$ cat src/rtl/register_rxd.sv
// register_rxd: finds the FF×4 preamble in UART RX bytes, buffers the 10-byte tank-state
// payload, validates it and commits all enemy/status registers in a single cycle.
module register_rxd #(
  parameter int          BYTE_TIMEOUT = 40000,
  parameter logic [19:0] LINK_TIMEOUT = 20'd800000
) (
  input  logic       clk,
  input  logic       rst_n,
  input  logic       rx_done,
  input  logic [7:0] rx_data,
  output logic [9:0] xpos_tank_enemy,
  output logic [9:0] ypos_tank_enemy,
  output logic [9:0] xpos_bullet_enemy,
  output logic [9:0] ypos_bullet_enemy,
  output logic [7:0] hp_our,
  output logic [2:0] direction_for_our,
  output logic       tank_enemy_hit,
  output logic [1:0] direction_tank_enemy,
  output logic       obstacle_hit_enemy,
  output logic       frame_valid,
  output logic       frame_error,
  output logic       link_ok
);
  localparam logic [1:0] SYNC = 2'd0, PAYLOAD = 2'd1, CHECK = 2'd2;
  localparam int GW = $clog2(BYTE_TIMEOUT + 1);
  logic [1:0]    state;
  logic [1:0]    pre_cnt;
  logic [3:0]    idx;
  logic [GW-1:0] gap;
  logic [7:0]    shadow [10];
  logic [19:0]   link_cnt;
  logic          seen;
  logic          timeout;
  logic          good;
  assign timeout = (state == PAYLOAD) && (gap == GW'(BYTE_TIMEOUT));
  assign good = ~|shadow[1][7:2] & ~|shadow[3][7:2] & ~|shadow[5][7:2] & ~|shadow[7][7:2] & ~shadow[9][7];
  assign link_ok = seen && (link_cnt < LINK_TIMEOUT);
  always_ff @(posedge clk or negedge rst_n) begin
    if (!rst_n) begin
      state <= SYNC;
      pre_cnt <= '0;
      idx <= '0;
      gap <= '0;
      for (int i = 0; i < 10; i++) shadow[i] <= '0;
      link_cnt <= '0;
      seen <= 1'b0;
      xpos_tank_enemy <= '0;
      ypos_tank_enemy <= '0;
      xpos_bullet_enemy <= '0;
      ypos_bullet_enemy <= '0;
      hp_our <= '0;
      direction_for_our <= '0;
      tank_enemy_hit <= 1'b0;
      direction_tank_enemy <= '0;
      obstacle_hit_enemy <= 1'b0;
      frame_valid <= 1'b0;
      frame_error <= 1'b0;
    end else begin
      frame_valid <= 1'b0;
      frame_error <= 1'b0;
      link_cnt <= (state == CHECK && good) ? '0 : (link_cnt == LINK_TIMEOUT) ? link_cnt : link_cnt + 20'd1;
      case (state)
        SYNC: if (rx_done) begin
          if (rx_data == 8'hFF && pre_cnt == 2'd3) begin
            state <= PAYLOAD;
            pre_cnt <= '0;
            idx <= '0;
            gap <= '0;
          end else begin
            pre_cnt <= (rx_data == 8'hFF) ? pre_cnt + 2'd1 : 2'd0;
          end
        end
        PAYLOAD: begin
          // a timeout beats a byte arriving in the same cycle
          if (timeout) begin
            state <= SYNC;
            frame_error <= 1'b1;
            for (int i = 0; i < 10; i++) shadow[i] <= '0;
          end else if (rx_done) begin
            shadow[idx] <= rx_data;
            idx <= idx + 4'd1;
            gap <= '0;
            if (idx == 4'd9) state <= CHECK;
          end else begin
            gap <= gap + 1'b1;
          end
        end
        CHECK: begin
          state <= SYNC;
          pre_cnt <= '0;
          if (good) begin
            xpos_tank_enemy <= {shadow[1][1:0], shadow[0]};
            ypos_tank_enemy <= {shadow[3][1:0], shadow[2]};
            xpos_bullet_enemy <= {shadow[5][1:0], shadow[4]};
            ypos_bullet_enemy <= {shadow[7][1:0], shadow[6]};
            hp_our <= shadow[8];
            direction_for_our <= shadow[9][3:1];
            tank_enemy_hit <= shadow[9][0];
            direction_tank_enemy <= shadow[9][5:4];
            obstacle_hit_enemy <= shadow[9][6];
            frame_valid <= 1'b1;
            seen <= 1'b1;
          end else begin
            frame_error <= 1'b1;
          end
        end
        default: state <= SYNC;
      endcase
    end
  end
endmodule

$ cat config.mk
export PLATFORM = sky130hd
export DESIGN_NAME = register_rxd
export DESIGN_NICKNAME = d
export VERILOG_FILES = /design/src/rtl/register_rxd.sv
export SDC_FILE = /design/constraint.sdc
export NUM_CORES = 1
export LEC_CHECK = 0
export CELL_PAD_IN_SITES_DETAIL_PLACEMENT = 1
export CELL_PAD_IN_SITES_GLOBAL_PLACEMENT = 1
export CORE_ASPECT_RATIO = 2
export CORE_MARGIN = 3
export CORE_UTILIZATION = 45
export CTS_CLUSTER_DIAMETER = 150
export CTS_CLUSTER_SIZE = 30
export DETAILED_ROUTE_END_ITERATION = 16
export GPL_TIMING_DRIVEN = 0
export PLACE_DENSITY_LB_ADDON = 0.08
export SLEW_MARGIN = 20
export SYNTH_ARGS = -nofsm -noshare
export SYNTH_HDL_FRONTEND = slang
export SYNTH_SLANG_ARGS = --single-unit
export TNS_END_PERCENT = 30
$ cat constraint.sdc
create_clock -name clk -period 2.4 [get_ports clk]
set_input_delay 0.6 -clock clk [delete_from_list [all_inputs] [get_ports clk]]
set_output_delay 0.6 -clock clk [all_outputs]
set_load 0.02 [all_outputs]
==> metrics.txt, run 1 <==
number of synthesized register bits=182; first-pass GRT wire length=32550 um; Final setup viols=0; Rel. slew slack=40.11%; Worst-path clk slew=0.07 ns; PD cells=644.4 nW/um2; Finished Core Util=55.62%; Area contributors post-synth=dfrtp_1 (58%), a22o_1 (9.1%), mux2_2 (8.1%), nor2_1 (2.0%), ha_1 (1.9%); PortBufs=68; total CTS buffers=17; Final Cycle Share=94.85%; Final Max Slew Viols=0; Pleak=0.004367 uW; drt drc=0; Synth Flop Type=dfrtp_1; htree depth=4; GRT Total Usage=22.11%; pre-CTS setup slack=-0.2656 ns; share of the synthesized area in the top cell type=58.19%; vias in the first global route=~6000; FILL cells=~1700; DRT antenna net count=0; crit path time final=2.276 ns; Cell variety after synth=55; Min-Delay Path Class=input pin to asynchronous set/reset pin; Clock Sinks=182; grt ovf=0; Switch Pwr=between 1000 and 1500 uW; Vias per Instance=roughly 5.8; number of synthesized flops with an enable pin=0; critical path startpoint category=flop; reg2reg start=state[0]; WL met1=a little over 7000 um; Crit path required time=1.80 ns; first drt pass iteration count=4; dpl hpwl=14250 um; clock share of power=46.7%; clk_lat worst skew=0.43 ns; antenna fix cells=0; critical path endpoint category=primary output; Root Driver=clkbuf_16; Final Hold Viols=0; num rows=67; WL final=~20000 um; hold_buf cts=0; status=complete, no violations; Syn Area/Cell=12.66 um2; max cap viols=0; syn_nets=approximately 640; Worst Tran Pin Value=0.8901 ns; count leader, synth=dfrtp_1; Mapped Cells=618; Vias=5358; Sequential Power Share=51.0%; sum of negative setup slack=0 ns; kind of critical path=flop to primary output; Synth Cell Area=7826 um2; initial core utilization=between 40% and 50%; Final Worst Setup Slack=around 0.12 ns; Crit Path Max Fanout=3; Layout Nets=730; RSZ-0062 raised after global routing=no; asr flop ratio synth=100.0%; Synth warnings=0; register area share after synthesis=58.19%; Die Y-Extent=192.5 um; Pint=4742 uW; layout cells sized above 1=19.03%; area grow syn2layout=20.34%; DR WL/cell=21.58 um; CTS tree=done; met3 WL=roughly 410 um; FMAX=439.3 MHz; clock skew=roughly 0.013 ns; Critical path origin=link_cnt[17]; Max VDD drop=roughly 400 uV; initial antenna violation count=0; io pins=69; die area=19110 um2; flop-to-flop setup slack=0.22 ns; largest net degree at the start of global routing=95; highest routed layer=met4; Yosys top cell by area=dfrtp_1; clock buffer depth=2; Arr. time, crit path=about 1.7 ns; Final Wtd Congestion=about 0.83; die extent in x=99.25 um; Core Region=16930 um2; Comb power frac=2.3%; Starting DRT DRC Count=between 100 and 150; Switching Share=21.86%; commonest cells in the netlist=dfrtp_1 (182), a22o_1 (81), mux2_2 (56); wire length on met2=around 12000 um
==> power groups by stage <==
stage | combinational [uW] | sequential (uW) | clock, uW
2_1_floorplan | 46.0 | 3150 | 0
3_3_place_gp | 134 | 3160 | 0
3_5_place_dp | 146 | 3150 | 0
4_1_cts | 146 | 3100 | 2900
5_1_grt | 159 | 3100 | 3030
6_report | 140 | 3100 | 2830
==> metrics by stage <==
step | cell area (um2) | hold slack (ns) | cells | total power, uW
after global placement | 8766 | 0.4561 | 893 | 3291
after global routing | 9418 | 0.2084 | 927 | 6282
after CTS | 9415 | 0.1836 | 927 | 6143
after detailed placement | 8798 | 0.4589 | 894 | 3300
after floorplan | 7826 | 0.3044 | 618 | 3198
final | 9418 | 0.1748 | 927 | 6069
==> worst paths after layout <==
path / cells past startpoint / end
worst max-delay path: 4 / link_ok
worst min-delay path: 1 / link_cnt[6]
worst max register to register: 7 / gap[7]
worst min register to register: 1 / seen
max in group asynchronous: 2 / gap[13]
min in group clk: 1 / seen
==> final cells by class <==
cell class	count	area (um2)	share of cell area (%)
sequential	182	4556	48.37
multi-input combinational	387	3022	32.08
timing repair buffer	70	718.2	7.626
clock buffer	20	456.7	4.849
tap	207	259.0	2.750
buffer	33	205.2	2.179
clock inverter	12	141.4	1.501
inverter	16	60.06	0.6377
==> flip-flops by register name, indices dropped and copies added (netlist names) <==
signal	cells
direction_for_our	3
direction_tank_enemy	2
frame_error	1
frame_valid	1
gap	16
hp_our	8
idx	4
link_cnt	20
obstacle_hit_enemy	1
pre_cnt	2
seen	1
shadow	80
state	2
tank_enemy_hit	1
xpos_bullet_enemy	10
xpos_tank_enemy	10
ypos_bullet_enemy	10
ypos_tank_enemy	10
==> placed cells by master, fill, tap and decap left out, types with 4 or more instances in the layout <==
cell	netlist	routed
a21oi_1	8	8
o21ai_0	9	8
xnor2_1	16	16
clkdlybuf4s50_1	0	66
nor2_1	41	41
and3_1	5	5
mux2_2	56	56
buf_1	7	7
dfrtp_1	182	181
buf_4	8	10
and4_1	6	6
nand4_1	12	12
nand3_1	14	14
xor2_1	11	11
clkbuf_16	0	17
nor4_1	10	9
nor3_1	7	7
inv_6	0	4
and2_1	17	17
inv_1	15	15
ha_1	12	12
a22o_1	81	81
a21oi_2	9	9
buf_2	11	11
nand2_1	27	27
buf_6	5	5
==> cell families after synthesis <==
| logic type | after synthesis | share of synthesized area, % |
|---|---|---|
| AO/OA/AOI/OAI | 127 | 13.30 |
| multiplexers | 58 | 8.313 |
| XOR/XNOR | 27 | 3.021 |
| adder cells (fa/ha/maj) | 12 | 1.918 |
| buffers and inverters | 49 | 3.389 |
| flip-flops | 182 | 58.19 |
| AND/OR/NAND/NOR | 163 | 11.86 |
==> critical path, stage by stage, from the launching register on <==
cell and delay (ns):
dfrtp_1 0.43, nor4_4 0.34, o21ai_1 0.11, a31oi_1 0.19, buf_4 0.17
==> layer usage <==
layer,track usage [%],up-vias
li1,-,2427
met1,23.45,2817
met2,42.44,79
met3,3.726,35
met4,8.890,0
met5,0,-
==> timing repair <==
item                       4_1_cts  5_1_grt
setup endpoints to repair        1        1
setup buffers                    1        0
pin swaps                        1        2
gates resized for setup          8        2
Power figures use the tool's default switching activity.
==> run 2, diff against run 1 <==
--- a/config.mk
+++ b/config.mk
@@ -5,8 +5,6 @@
 export SDC_FILE = /design/constraint.sdc
 export NUM_CORES = 1
 export LEC_CHECK = 0
-export CELL_PAD_IN_SITES_DETAIL_PLACEMENT = 1
-export CELL_PAD_IN_SITES_GLOBAL_PLACEMENT = 1
 export CORE_ASPECT_RATIO = 2
 export CORE_MARGIN = 3
 export CORE_UTILIZATION = 45
==> metrics.txt, run 2 (synthesis results as in run 1) <==
Switch Pwr=between 1000 and 1500 uW; Vias=between 5000 and 6000; delay-heaviest family, CP=flip-flops; antenna fix cells=0; DR WL/cell=19.97 um; FILL cells=1472; Final Max Slew Viols=0; PortBufs=68; Pint=approximately 4600 uW; RSZ-0062 raised after global routing=no; Clock Sinks=182; vias in the first global route=approximately 5600; Final Cycle Share=95.30%; Worst-path clk slew=around 0.070 ns; clock skew=0.01092 ns; Buffers & Inverters on Critical Path=1; initial core utilization=46.22%; clock buffer depth=2; commonest non-fill, non-tap cells in the layout=dfrtp_1 (181), a22o_1 (81), clkdlybuf4s50_1 (66); die extent in x=between 90 and 100 um; Final Hold Viols=0; Reg with most FFs=shadow; PD cells=about 640 nW/um2; Regs by FF count=shadow: 80 flops, link_cnt: 20 flops, gap: 16 flops; worst r2r dst=ypos_bullet_enemy[8]; initial antenna violation count=0; Crit path required time=~1.8 ns; Comb power frac=2.3%; CTS tree=done; pre-CTS setup slack=-0.2682 ns; crit-path cells=nor4_4 -> o21ai_1 -> a31oi_1 -> buf_2; kind of critical path=flop to primary output; Final setup viols=0; Final Wtd Congestion=0.8593; GRT Total Usage=20.48%; WHS=0.1481 ns; Root Driver=clkbuf_16; R2R depth=8; crit path time final=2.287 ns; Core Region=16930 um2; critical path endpoint category=primary output; htree depth=4; largest net degree at the start of global routing=106; Starting DRT DRC Count=211; first-pass GRT wire length=30300 um; clk_lat worst skew=0.43 ns; flop-to-flop setup slack=~0.20 ns; Arr. time, crit path=1.69 ns; die area=19110 um2; drt drc=0; clock share of power=45.9%; Pleak=0.004350 uW; Layout Nets=between 700 and 800; Crit Path Max Fanout=3; critical path startpoint category=flop; Rel. slew slack=48.16%; area grow syn2layout=20.06%; Worst Tran Pin Value=0.7675 ns; Sequential Power Share=51.8%; total CTS buffers=17; Tot Pwr=between 5000 and 6000 uW; Max stage delay on crit path=between 0.4 and 0.5 ns; Switching Share=22.70%; leading cell type in the layout, fill and taps excluded=dfrtp_1; slowest stage cell, crit path=dfrtp_1; dpl hpwl=~13000 um; number of flip-flops under the largest register name=80; Die Y-Extent=192.5 um; Min-Delay Path Class=input pin to asynchronous set/reset pin; reg2reg start=shadow[69]; WL final=18510 um; Max VDD drop=399.9 uV; status=complete, no violations; layout cells sized above 1=19.17%; first drt pass iteration count=4; Vias per Instance=5.686; grt ovf=0; Final Worst Setup Slack=0.1128 ns; DRT antenna net count=0; hold_buf cts=0; num rows=67; max cap viols=0; io pins=approximately 70; FMAX=437.2 MHz
run 2: changes by cell type in the layout (fill, tap and decap cells not counted), sizes merged:
cell,delta
clkbuf,-1
clkinv,-2
clkinvlp,+2
buf,-1
inv,+3
bufinv,-1
run 2: final cells by class:
type                       instances  area [um2]  share of cell area [%]
clock buffer                      18       439.2                   4.674
multi-input combinational        387        3022                   32.16
inverter                          16       60.06                  0.6391
clock inverter                    14       137.6                   1.465
buffer                            33       207.7                   2.210
timing repair buffer              70       715.7                   7.617
sequential                       182        4556                   48.48
tap                              207       259.0                   2.756
run 2: how the worst max path moves through the flow:
stage / start / to / depth (start not counted)
5_1_grt: link_cnt[17] / link_ok / 4
2_1_floorplan: link_cnt[16] / link_ok / 3
3_3_place_gp: rst_n / hp_our[1] / 1
6_report: link_cnt[17] / link_ok / 4
3_5_place_dp: rx_done / gap[11] / 6
4_1_cts: link_cnt[15] / link_ok / 4
run 2: through the flow:
stage	TNS (ns)	cells	util, %	area (um2)
detailed placement	-3.309	894	51.96	8798
global placement	-1169.69	893	51.77	8766
finish	0	927	55.49	9397
global route	0	927	55.49	9397
floorplan	0	618	-	7826
CTS	0	927	55.48	9394
run 2: what timing repair did:
| action | CTS | global route |
|---|---|---|
| endpoints found under the setup margin | 1 | 2 |
| setup buffers | 1 | 0 |
| resized for setup | 8 | 2 |
| cloned | 0 | 0 |
| pin swaps | 1 | 1 |
run 2: power groups by stage:
stage | combinational (uW) | sequential, uW | clock [uW]
floorplan | 46.0 | 3150 | 0
detailed placement | 147 | 3150 | 0
finish | 139 | 3100 | 2740
CTS | 147 | 3090 | 2810
global placement | 136 | 3160 | 0
global route | 157 | 3100 | 2920
run 2: per-layer routing:
layer / share of wire (%) / up-vias / wire [um] / GRT usage, %
li1: - / 2420 / - / -
met5: 0 / - / 0 / 0
met1: 38 / 2724 / 7023 / 23.06
met2: 57 / 93 / 10550 / 38.32
met4: 2.9 / 0 / 545 / 8.469
met3: 2.1 / 34 / 390 / 2.641
